===== src/rtl/div_ctrl.sv =====
// Multi-cycle radix-2 restoring divider for DIV/DIVU in EX: stalls the pipe while
// iterating and returns {remainder, quotient} for the HI/LO write.
module div_ctrl #(
  parameter int WIDTH = 32,
  parameter int CNT_W = 6
) (
  input  logic                 clk,
  input  logic                 rst,
  input  logic                 start_i,
  input  logic                 signed_i,
  input  logic [WIDTH-1:0]     dividend_i,
  input  logic [WIDTH-1:0]     divisor_i,
  input  logic                 annul_i,
  output logic                 busy_o,
  output logic                 ready_o,
  output logic [2*WIDTH-1:0]   result_o
);

  typedef enum logic [1:0] {IDLE, RUN, DIVZERO, DONE} state_e;

  state_e             state_q, state_d;
  logic [CNT_W-1:0]   cnt_q, cnt_d;
  logic [2*WIDTH-1:0] res_q, res_d;
  logic [WIDTH-1:0]   rem_q, rem_d, quo_q, quo_d, dvs_q, dvs_d;
  logic               qneg_q, qneg_d, rneg_q, rneg_d;

  logic [WIDTH:0]     sh;
  logic               ge;
  logic [WIDTH-1:0]   diff, rem_nx, quo_nx;

  function automatic logic [WIDTH-1:0] abs_f(input logic [WIDTH-1:0] v, input logic sgn);
    return (sgn && v[WIDTH-1]) ? -v : v;
  endfunction

  function automatic logic [WIDTH-1:0] neg_f(input logic [WIDTH-1:0] v, input logic en);
    return en ? -v : v;
  endfunction

  // The shifted partial remainder needs WIDTH+1 bits; when it is >= divisor the
  // difference is known to fit in WIDTH bits, so a WIDTH-bit subtract suffices.
  assign sh     = {rem_q, quo_q[WIDTH-1]};
  assign ge     = (sh >= {1'b0, dvs_q});
  assign diff   = sh[WIDTH-1:0] - dvs_q;
  assign rem_nx = ge ? diff : sh[WIDTH-1:0];
  assign quo_nx = {quo_q[WIDTH-2:0], ge};

  always_comb begin
    state_d = state_q;
    cnt_d   = cnt_q;
    res_d   = res_q;
    rem_d   = rem_q;
    quo_d   = quo_q;
    dvs_d   = dvs_q;
    qneg_d  = qneg_q;
    rneg_d  = rneg_q;
    case (state_q)
      IDLE: begin
        if (start_i && !annul_i) begin
          if (divisor_i == '0) begin
            state_d = DIVZERO;
          end else begin
            state_d = RUN;
            cnt_d   = '0;
            rem_d   = '0;
            quo_d   = abs_f(dividend_i, signed_i);
            dvs_d   = abs_f(divisor_i, signed_i);
            qneg_d  = signed_i & (dividend_i[WIDTH-1] ^ divisor_i[WIDTH-1]);
            rneg_d  = signed_i & dividend_i[WIDTH-1];
          end
        end
      end
      DIVZERO: begin
        if (annul_i) begin
          state_d = IDLE;
        end else begin
          state_d = DONE;
          res_d   = '0;
        end
      end
      RUN: begin
        if (annul_i) begin
          state_d = IDLE;
        end else begin
          rem_d = rem_nx;
          quo_d = quo_nx;
          cnt_d = cnt_q + CNT_W'(1);
          if (cnt_q == CNT_W'(WIDTH-1)) begin
            state_d = DONE;
            res_d   = {neg_f(rem_nx, rneg_q && (rem_nx != '0)), neg_f(quo_nx, qneg_q)};
          end
        end
      end
      DONE: begin
        if (annul_i || !start_i) state_d = IDLE;
      end
      default: state_d = IDLE;
    endcase
  end

  always_ff @(posedge clk) begin
    if (rst) begin
      state_q <= IDLE;
      cnt_q   <= '0;
      res_q   <= '0;
    end else begin
      state_q <= state_d;
      cnt_q   <= cnt_d;
      res_q   <= res_d;
    end
  end

  // Datapath registers carry no reset; they are always reloaded on accept.
  always_ff @(posedge clk) begin
    rem_q  <= rem_d;
    quo_q  <= quo_d;
    dvs_q  <= dvs_d;
    qneg_q <= qneg_d;
    rneg_q <= rneg_d;
  end

  assign busy_o   = ((state_q == IDLE) && start_i && !annul_i) ||
                    (state_q == RUN) || (state_q == DIVZERO);
  assign ready_o  = (state_q == DONE);
  assign result_o = res_q;

endmodule


===== config.mk =====
export PLATFORM = sky130hd
export DESIGN_NAME = div_ctrl
export DESIGN_NICKNAME = d
export VERILOG_FILES = /design/src/rtl/div_ctrl.sv
export SDC_FILE = /design/constraint.sdc
export NUM_CORES = 1
export LEC_CHECK = 0
export BUFFER_PORTS_ARGS = -buffer_cell sky130_fd_sc_hd__clkbuf_2
export CORE_MARGIN = 2
export CORE_UTILIZATION = 50
export CTS_BUF_LIST = sky130_fd_sc_hd__clkbuf_4
export DETAILED_ROUTE_END_ITERATION = 10
export PLACE_DENSITY_LB_ADDON = 0.05
export SLEW_MARGIN = 20
export SYNTH_ARGS = -nofsm -noshare
export SYNTH_HDL_FRONTEND = slang
export SYNTH_SLANG_ARGS = --single-unit
export TNS_END_PERCENT = 100

===== constraint.sdc =====
create_clock -name clk -period 9.84 [get_ports clk]
set_input_delay 0 -clock clk [delete_from_list [all_inputs] [get_ports clk]]
set_output_delay 0 -clock clk [all_outputs]
set_load 0.05 [all_outputs]

=== Word level (Yosys, flattened, before mapping) ===
Index checks and enable logic that the tools add are counted.

* Reduce and logical (&&, ||, !) cells: 20
* Eq/ne operators: 11
* Add/subtract/negate cells: 6
* Muxes and demuxes: 28
* Bitwise logic cells: 4
* Order comparisons: 1

{| class="wikitable"
|+ Operator list
! operator !! count
|-
| two-way mux 32 bit || 11
|-
| two-way mux 64 bit || 3
|-
| negator 32 bit || 4
|-
| one-hot mux 32 bit (2 select lines) || 2
|-
| one-hot mux 64 bit (2 select lines) || 1
|-
| greater-or-equal comparator 33 x 32 -> 1 bit || 1
|-
| logical NOT 32 bit || 1
|-
| nonzero test 32 bit || 1
|-
| subtractor 32 bit || 1
|-
| two-way mux 6 bit || 3
|-
| two-way mux 2 bit || 6
|-
| one-hot mux 6 bit (2 select lines) || 1
|-
| inequality test 2 bit (second input constant) || 5
|-
| one-hot mux 2 bit (4 select lines) || 1
|-
| AND reduction 4 bit || 2
|-
| adder 6 x 1 -> 6 bit (second input constant) || 1
|-
| equality test 6 x 5 -> 1 bit (second input constant) || 1
|-
| logical AND 1 bit || 6
|-
| AND reduction 3 bit || 2
|-
| equality test 2 bit (second input constant) || 2
|-
| nonzero test 2 bit || 2
|-
| logical OR 1 bit || 3
|-
| inequality test 3 bit (second input constant) || 1
|-
| AND 1 bit || 2
|-
| other kinds (6) || 7
|}

* Register bits: 170
* Output and inout port bits: 66
* Input bits: 69
* Word-level logic and storage cells: 78

=== Depth between registers and ports, before layout ===
Gate-level depths: netlist of run 1.

* Depth after elaboration: 8
* Depth in mapped cells: 27

=== Worst setup path after synthesis of run 1 ===
Ideal clock, no wire load.

* Path kind: flip-flop to flip-flop
* Start: register rem_q[22]
* End: register res_q[55] (netlist: result_o[55])
* Required time: 9723 ps
* Cell stages (with the launch flop): 26
* Period minus slack after synthesis: 6138 ps
* Setup slack: 3702 ps
* Arrival: 6020 ps
* Path through: edfxtp_1 -> ha_1 -> buf_2 -> nand2_1 -> or4_4 -> or4_4 -> a31oi_4 -> or2_1 -> buf_4 -> buf_6 -> clkbuf_1 -> buf_1 -> clkbuf_1 -> a21oi_1 -> inv_1 -> ha_1 -> nand2_1 -> a2111oi_0 -> a31oi_1 -> or2_0 -> buf_2 -> or3_4 -> o41ai_4 -> buf_6 -> o21bai_1 -> a32o_1

* Longest elaborated chain between the ends: 8
* Elaborated cells between the ends (all ways): 10
* Classes of those cells: add/sub: 2; order compare: 1; mux: 5; reduce/logical: 2

{| class="wikitable"
|+ Ends and longest elaborated chain
! item !! line !! text
|-
| start: declaration || 24 || <nowiki>logic [WIDTH-1:0] rem_q, rem_d, quo_q, quo_d, dvs_q, dvs_d;</nowiki>
|-
| start signal: assignment || 114 || <nowiki>rem_q <= rem_d;</nowiki>
|-
| subtractor 32 bit or greater-or-equal comparator 33 x 32 -> 1 bit (tied branches) || 43, 42 ||
|-
| two-way mux 32 bit * || 44 || <nowiki>assign rem_nx = ge ? diff : sh[WIDTH-1:0];</nowiki>
|-
| parallel branches: the longest is 2 deep, another holds negator 32 bit || -- ||
|-
| two-way mux 32 bit * || 36 || <nowiki>return en ? -v : v;</nowiki>
|-
| two-way mux 64 bit * || 87 || <nowiki>if (cnt_q == CNT_W'(WIDTH-1)) begin</nowiki>
|-
| two-way mux 64 bit * || 81 || <nowiki>if (annul_i) begin</nowiki>
|-
| one-hot mux 64 bit (2 select lines) * || 56 || <nowiki>case (state_q)</nowiki>
|-
| end signal: assignment || 108 || <nowiki>res_q <= res_d;</nowiki>
|-
| end: declaration || 23 || <nowiki>logic [2*WIDTH-1:0] res_q, res_d;</nowiki>
|}

Mark *: on every way between the ends. The select of a mux whose other input is x is not followed.
A chain may end at the register's enable or synchronous reset.

=== Final worst setup path of run 1 ===
* Start: register rem_q[5]
* End: register res_q[53] (netlist: result_o[53])

The elaborated chain is that of the path after synthesis.

==> results.tsv, run 1 <==
stage	metric	value	unit
worst_setup_path	R2R cell count	18	
routing	DR DRC count	0	
cells_and_area	area delta synth->final	18.0	%
min_path	hold path startpoint	rst	
worst_setup_path	cells along the critical path	ha_1, a21oi_1, o21ai_0, a22oi_1, a31oi_4, or2_2, inv_2, buf_4, mux2i_1, ha_1, nand2_1, a2111oi_0, a31oi_1, or2_0, or3_4, o41ai_4, o21ai_1, a32o_1	
synth	Synth Area in Compound Gates	21.2	%
worst_setup_path	Reg2Reg Setup Slack	3.20	ns
sta	final hold violations	0	
die	Rows	55	
clock_tree	CTS tree	done	
sta	setup TNS	0	ns
synth	dominant cells by area after synthesis	edfxtp_1 (25%), dfxtp_1 (12%), xnor2_1 (6.6%), nand2_1 (5.0%), o21ai_0 (4.8%)	
sta	Worst-Margin Slew	1.07	ns
synth	Post-synth ARST share	0	%
sta	pins over their slew limit	0	
worst_setup_path	CP max-delay cell	o41ai_4	
synth	Adder-Cell Fraction of Synth Area	4.60	%
worst_setup_path	max incr delay on CP	0.97	ns
sta	RSZ-0062 raised after global routing	false	
grt	total track usage	27.9	%
synth	most common cell in the netlist	nand2_1	
status	status	completed	
synth	combinational family with the most area after synthesis	compound AO/OA/AOI/OAI gates	
worst_setup_path	Critical Path Sink Type	flop	
grt	total grt overflow	0	
die	die area	0.0244	sq mm
synth	EDFF count, synth	98	
grt	antenna violations before repair	1	
routing	vias	10800	
clock_tree	TritonCTS Buffers	17	
clock_tree	clk buf depth	2	
synth	Avg Synthesized Cell Area	8.54	sq um
clock_tree	Sink Count	170	
synth	simple-gate area share of the yosys netlist	20.9	%
placement	Port Buffers	134	
synth	Yosys cell types	83	
worst_setup_path	CP top delay family	compound AO/OA/AOI/OAI gates	
worst_setup_path	Crit path arrival time	7.14	ns
grt	first-pass GRT wire length	53600	microns
synth	synth warn	0	
cells_and_area	nets@finish	1654	
flow_run	Max Cap Viol	0	
routing	Post-DRT Antenna Nets	0	
clock_tree	H-tree Lvls	4	
clock_tree	CTS clk-pin slew, worst paths	0.18	ns
routing	Detailed Route Iter0 Violations	854	
routing	TritonRoute pass-1 iters	5	
synth	Commonest cells post-synth	nand2_1 (153), nor2_1 (129), o21ai_0 (111)	
sta	worst hold slack	0.157	ns
sta	final period utilization	67.5	%
routing	Routed WL	33600	microns
worst_setup_path	worst-path fanout max	48	
die	Chip Width	156	microns
sta	Final Skew	0.0316	ns
power	worst vdd ir	0.151	mV
sta	Highest Clock Rate	151	MHz
clock_tree	clock latency on the worst-skew pair	0.59	ns
synth	Top FF cell, synth	edfxtp_1	
die	die height	156	microns
die	CORE AREA	0.0227	sq mm
synth	mux cell area share after synthesis	1.58	%
synth	Synthesized Nets	1468	
placement	Detail Placement HPWL	24500	microns
grt	vias in the first global route	10300	
min_path	sink of the worst hold path	result_o[13]$_SDFFE_PP0P_	
synth	synthesized cell area	0.0116	sq mm
synth	register bit total from synthesis	170	
worst_setup_path	Reg-to-Reg End	result_o[53]$_SDFFE_PP0P_	
cells_and_area	share of layout cells above drive strength 1	13.2	%
worst_setup_path	worst reg2reg startpoint	rem_q[5]$_SDFFCE_PN0P_	
min_path	worst min path class	in -> reg	
routing	average wire per standard cell	18.2	microns
synth	area fraction of the dominant cell type after synthesis	25.4	%
min_path	Worst Hold Depth	2	
worst_setup_path	critical path class	reg -> reg	
clock_tree	root buffer cell	clkbuf_4	
synth	Synth Area in XOR/XNOR	9.30	%
die	initial core utilization	51.0	%
synth	Synth area leader	edfxtp_1	
power	P_leak	5.25	nW
grt	largest net degree at the start of global routing	79	
sta	Rel. slew slack	28.4	%
worst_setup_path	CP Launch Type	flop	
worst_setup_path	Worst Path Buf+Inv	2	
synth	Seq/Total Area, Yosys	37.8	%
die	# IOs	135	
power	cell area power density	236	mW/mm^2
sta	minimum clock period	6.64	ns
worst_setup_path	Worst path most repeated cell	ha_1	
routing	vias per inst	5.89	
placement	Placer Congestion	0.920	
cells_and_area	final core utilization	60.2	%
sta	# setup viols final	0	
worst_setup_path	WP data required	10.34	ns
synth	Mapped Cells	1357	
==> kinds of logic after synthesis <==
| logic type | count (synthesis) |
|---|---|
| buf+inv | 135 |
| simple gates | 499 |
| xor+xnor | 123 |
| fa+ha+maj | 42 |
| compound gates | 370 |
| mux | 18 |
| flops | 170 |
==> worst max-delay path by stage <==
stage / startpoint / endpoint / slack (ns) / cells past startpoint
after floorplan: rem_q[22]$_SDFFCE_PN0P_ / result_o[55]$_SDFFE_PP0P_ / 3.70 / 25
after global placement: rem_q[5]$_SDFFCE_PN0P_ / result_o[55]$_SDFFE_PP0P_ / 3.55 / 18
after detailed placement: rem_q[5]$_SDFFCE_PN0P_ / result_o[53]$_SDFFE_PP0P_ / 3.35 / 18
after CTS: rem_q[5]$_SDFFCE_PN0P_ / result_o[59]$_SDFFE_PP0P_ / 3.33 / 18
after global routing: rem_q[5]$_SDFFCE_PN0P_ / result_o[59]$_SDFFE_PP0P_ / 2.75 / 18
final: rem_q[5]$_SDFFCE_PN0P_ / result_o[53]$_SDFFE_PP0P_ / 3.20 / 18
==> sequential cells by signal, summed over array words and instances, names as in the netlist <==
name      cells
result_o     64
dvs_q        32
quo_q        32
rem_q        32
cnt_q         6
state_q       2
qneg_q        1
rneg_q        1
==> per-layer routing <==
metal	GRT usage, %	up-vias	part of all wire (%)
li1	-	5357	-
met1	39.1	5162	47
met2	44.8	280	46
met3	3.79	44	4.8
met4	8.65	0	2.4
met5	0	-	0
==> timing repair <==
item	in CTS	in global routing
gates resized for setup	0	0
endpoints found under the setup margin	0	0
endpoints found under the hold margin	67	0
buffers inserted	0	0
hold buffers	98	0
==> cell type report <==
type                       instances  area, sq um
antenna                            1         2.50
clock buffer                      18          135
clock inverter                    14          151
fill                            2073         9030
inverter                          62          233
multi-input combinational       1052         6700
sequential                       170         4380
tap                              285          357
timing repair buffer             240         1710
==> power breakdown <==
group / switching, mW / internal [mW]
sequential: 0.124 / 0.950
combinational: 1.16 / 0.579
clock: 0.300 / 0.119
==> worst reg2reg max path, cell delays in order (launching register included) <==
cell,delay (ns)
edfxtp_1,0.47
ha_1,0.45
a21oi_1,0.40
o21ai_0,0.32
a22oi_1,0.40
a31oi_4,0.17
or2_2,0.33
inv_2,0.05
buf_4,0.44
mux2i_1,0.37
ha_1,0.32
nand2_1,0.08
a2111oi_0,0.29
a31oi_1,0.22
or2_0,0.38
or3_4,0.45
o41ai_4,0.98
o21ai_1,0.15
a32o_1,0.29
==> cells in the final DEF, fill, tap and decap left out, types with 6 or more instances in the layout <==
cell / count
dlygate4sd3_1: 98
o31ai_1: 26
or3_1: 28
a22oi_1: 37
inv_8: 6
nor2_1: 128
edfxtp_1: 98
a21oi_1: 67
nand3_1: 21
and3_1: 7
ha_1: 40
a21o_1: 11
nor3b_1: 7
a31oi_1: 13
nor4_1: 16
clkbuf_4: 18
dfxtp_1: 72
o21a_1: 7
inv_1: 60
nand2b_1: 9
nor2b_1: 6
xnor2_1: 87
mux2i_1: 16
o41ai_1: 13
nand4_1: 28
buf_4: 8
o21ai_0: 111
nand2_1: 153
and2_1: 18
or4_1: 12
o211ai_1: 10
clkbuf_2: 134
nor3_1: 38
xor2_1: 36
==> through the flow <==
stage | setup WS [ns] | area [sq um] | power (mW) | std cells
2_1_floorplan | 3.70 | 11600 | 2.33 | 1357
3_3_place_gp | 3.55 | 12400 | 2.76 | 1711
3_5_place_dp | 3.35 | 12400 | 2.77 | 1711
4_1_cts | 3.33 | 13700 | 3.23 | 1841
5_1_grt | 2.75 | 13700 | 3.46 | 1842
6_report | 3.20 | 13700 | 3.23 | 1842
(Power assumes the default switching activity.)
==> inputs of run 2 (changes only) <==
- ABC_AREA: not set -> 1
- clock period: 9.84 -> 6.3 ns (I/O delays scaled with it)
==> run 2 against run 1 <==
  * Hold slack got worse by 0.027 ns
  * Die area up 10%
  * Global-route usage is 3.7 points higher
  * Critical path type unchanged
==> results.tsv, run 2 <==
stage	metric	value	unit	change
sta	Final Skew	0.0394	ns	was 0.0316 ns
cells_and_area	area delta synth->final	16.3	%	was 18.0%
synth	Post-synth ARST share	0	%	unchanged
synth	Adder-Cell Fraction of Synth Area	4.16	%	was 4.60%
cells_and_area	nets@finish	2247		was 1654
synth	Synthesized Nets	2054		was 1468
die	# IOs	135		unchanged
cells_and_area	sequential cell area	0.00438	sq mm	unchanged
clock_tree	CTS clk-pin slew, worst paths	0.20	ns	was 0.18 ns
power	switch share	56.6	%	was 49.0%
power	P_leak	7.02	nW	was 5.25 nW
worst_setup_path	Crit path arrival time	4.86	ns	was 7.14 ns
synth	Yosys cell types	47		was 83
routing	average wire per standard cell	16.8	microns	was 18.2 microns
clock_tree	H-tree Lvls	4		unchanged
die	CORE AREA	0.0252	sq mm	was 0.0227 sq mm
synth	Mapped Cells	1943		was 1357
power	clock share of power	9.9	%	was 13.0%
grt	vias in the first global route	12600		was 10300
cells_and_area	commonest non-fill, non-tap cell in the layout	nand2_1		unchanged
placement	Port Buffers	134		unchanged
synth	Synth area leader	edfxtp_1		unchanged
sta	minimum clock period	4.36	ns	was 6.64 ns
grt	total track usage	31.5	%	was 27.9%
sta	worst hold slack	0.130	ns	was 0.157 ns
worst_setup_path	critical path class	reg -> reg		unchanged
clock_tree	root buffer cell	clkbuf_4		unchanged
worst_setup_path	Critical Path Sink Type	flop		unchanged
routing	TritonRoute pass-1 iters	6		was 5
worst_setup_path	CP max-delay cell	edfxtp_1		was o41ai_4
grt	total grt overflow	0		unchanged
sta	final period utilization	69.2	%	was 67.5%
placement	dpl ws	1.97	ns	was 3.35 ns
worst_setup_path	Worst path most repeated cell	nand2_1		was ha_1
synth	Seq/Total Area, Yosys	34.2	%	was 37.8%
synth	synthesized cell area	0.0128	sq mm	was 0.0116 sq mm
clock_tree	CTS tree	done		unchanged
placement	Detail Placement HPWL	31600	microns	was 24500 microns
synth	Synth Area in Compound Gates	10.2	%	was 21.2%
clock_tree	Sink Count	170		unchanged
min_path	worst min path class	in -> reg		unchanged
grt	first-pass GRT wire length	66100	microns	was 53600 microns
power	total power draw	7.55	mW	was 3.23 mW
worst_setup_path	WP data required	6.80	ns	was 10.34 ns
sta	Rel. slew slack	51.5	%	was 28.4%
sta	Worst-Margin Slew	0.728	ns	was 1.07 ns
synth	synth warn	0		unchanged
sta	# setup viols final	0		unchanged
die	Rows	58		was 55
sta	RSZ-0062 raised after global routing	false		unchanged
power	worst vdd ir	0.315	mV	was 0.151 mV
grt	antenna violations before repair	4		was 1
routing	vias	13300		was 10800
die	die area	0.0269	sq mm	was 0.0244 sq mm
worst_setup_path	CP Launch Type	flop		unchanged
synth	dominant cells by area after synthesis	edfxtp_1 (23%), nand2_1 (16%), dfxtp_1 (11%), inv_1 (8.5%), nand3_1 (6.2%)		was edfxtp_1 (25%), dfxtp_1 (12%), xnor2_1 (6.6%), nand2_1 (5.0%), o21ai_0 (4.8%)
synth	combinational family with the most area after synthesis	simple AND/OR/NAND/NOR gates		was compound AO/OA/AOI/OAI gates
clock_tree	clk buf depth	2		unchanged
sta	final setup margin	1.94	ns	was 3.20 ns
power	logic gate share of total power	64.5	%	was 53.7%
synth	register bit total from synthesis	170		unchanged
sta	pins over their slew limit	0		unchanged
power	Seq pwr share	25.6	%	was 33.3%
die	Chip Width	164	microns	was 156 microns
cells_and_area	share of layout cells above drive strength 1	11.4	%	was 13.2%
routing	Detailed Route Iter0 Violations	1042		was 854
routing	vias per inst	5.38		was 5.89
worst_setup_path	worst-path fanout max	24		was 48
power	Int Pwr	3.27	mW	was 1.65 mW
sta	setup TNS	0	ns	unchanged
cells_and_area	final core utilization	59.3	%	was 60.2%
power	Psw	4.27	mW	was 1.58 mW
synth	area fraction of the dominant cell type after synthesis	22.9	%	was 25.4%
synth	Commonest cells post-synth	nand2_1 (551), inv_1 (290), nor2_1 (196)		was nand2_1 (153), nor2_1 (129), o21ai_0 (111)
cells_and_area	max reg flops	64		unchanged
worst_setup_path	max incr delay on CP	0.40	ns	was 0.97 ns
synth	EDFF count, synth	98		unchanged
synth	Synth Area in XOR/XNOR	3.96	%	was 9.30%
grt	largest net degree at the start of global routing	68		was 79
die	initial core utilization	50.9	%	was 51.0%
clock_tree	clock latency on the worst-skew pair	0.61	ns	was 0.59 ns
synth	Top FF cell, synth	edfxtp_1		unchanged
power	cell area power density	506	mW/mm^2	was 236 mW/mm^2
synth	mux cell area share after synthesis	0	%	was 1.58%
sta	final hold violations	0		unchanged
sta	Highest Clock Rate	229	MHz	was 151 MHz
clock_tree	TritonCTS Buffers	17		unchanged
status	status	completed		unchanged
synth	most common cell in the netlist	nand2_1		unchanged
synth	simple-gate area share of the yosys netlist	36.4	%	was 20.9%
die	die height	164	microns	was 156 microns
placement	Placer Congestion	0.995		was 0.920
routing	DR DRC count	0		unchanged
routing	Routed WL	41700	microns	was 33600 microns
synth	Avg Synthesized Cell Area	6.60	sq um	was 8.54 sq um
flow_run	Max Cap Viol	0		unchanged
cells_and_area	multi-input logic area	0.00702	sq mm	was 0.00670 sq mm
cells_and_area	commonest cells after routing, fill and taps aside	nand2_1 (551), inv_1 (288), nor2_1 (195), nand3_1 (158), a21oi_1 (138)		was nand2_1 (153), clkbuf_2 (134), nor2_1 (128), o21ai_0 (111)
cells_and_area	number of fillers in the final layout	2479		was 2073
routing	Post-DRT Antenna Nets	0		unchanged
-- run 2: changes by cell type after synthesis, moves of 32 or more --
cell     change
xnor2_1     -55
nand3_1    +137
a21oi_1     +70
nor2_1      +67
o21ai_0     -32
inv_1      +230
a22oi_1     -35
nand2_1    +398
-- run 2: through the flow --
stage          instances  cell area [sq um]
3_5_place_dp        2361              13700
3_3_place_gp        2361              13700
4_1_cts             2479              14900
6_report            2482              14900
5_1_grt             2481              14900
2_1_floorplan       1943              12800
-- run 2: timing repair --
item | 4_1_cts | 5_1_grt
resized for setup | 0 | 0
hold endpoints to repair | 96 | 0
hold buffers | 86 | 0
setup buffers | 0 | 0
-- run 2: final timing paths --
path         cells after the start                 startpoint                   endpoint  slack [ns]
max                             29        dvs_q[22]$_DFFE_PP_  result_o[30]$_SDFFE_PP0P_        1.94
min                              5                    start_i      cnt_q[1]$_SDFFE_PP0P_        0.13
max reg2reg                     29        dvs_q[22]$_DFFE_PP_  result_o[30]$_SDFFE_PP0P_        1.94
min reg2reg                      2  result_o[44]$_SDFFE_PP0P_  result_o[44]$_SDFFE_PP0P_        0.48
-- run 2: cell families after synthesis --
group | count (synthesis)
flops | 170
buf+inv | 360
fa+ha+maj | 42
simple gates | 1067
xor+xnor | 58
compound gates | 246
-- run 2: area by class of cell --
| type | count | area share [%] |
|---|---|---|
| multi-input cells | 1413 | 47.1 |
| well taps | 330 | 2.77 |
| inverters | 302 | 7.60 |
| diodes | 3 | 0.0503 |
| flip-flops and latches | 170 | 29.4 |
| clock buffers | 17 | 0.855 |
| clock inverters | 15 | 1.43 |
| repair buffers | 232 | 10.9 |
-- run 2: per-layer routing --
metal / wire length (microns) / global-route usage (%) / up-vias
met3: 2200 / 4.34 / 91
met4: 1460 / 11.4 / 0
met1: 18000 / 39.8 / 6162
met2: 20100 / 54.9 / 444
li1: - / - / 6649
met5: 0 / 0 / -
-- run 2: worst max-delay path: cells and delay by family (launching register included) --
kind	cells	cell delay [ns]
AOI/OAI and AO/OA	4	0.45
adders and majority gates	2	0.52
buffers and inverters	6	0.65
DFF	1	0.40
and+or+nand+nor	17	2.26
-- run 2: power by group through the flow --
stage | sequential [mW] | combinational, mW | clock (mW)
2_1_floorplan | 2.18 | 3.13 | 0
3_3_place_gp | 1.94 | 4.72 | 0
3_5_place_dp | 1.95 | 4.74 | 0
4_1_cts | 1.92 | 4.83 | 0.759
5_1_grt | 1.97 | 5.36 | 0.800
6_report | 1.93 | 4.87 | 0.748
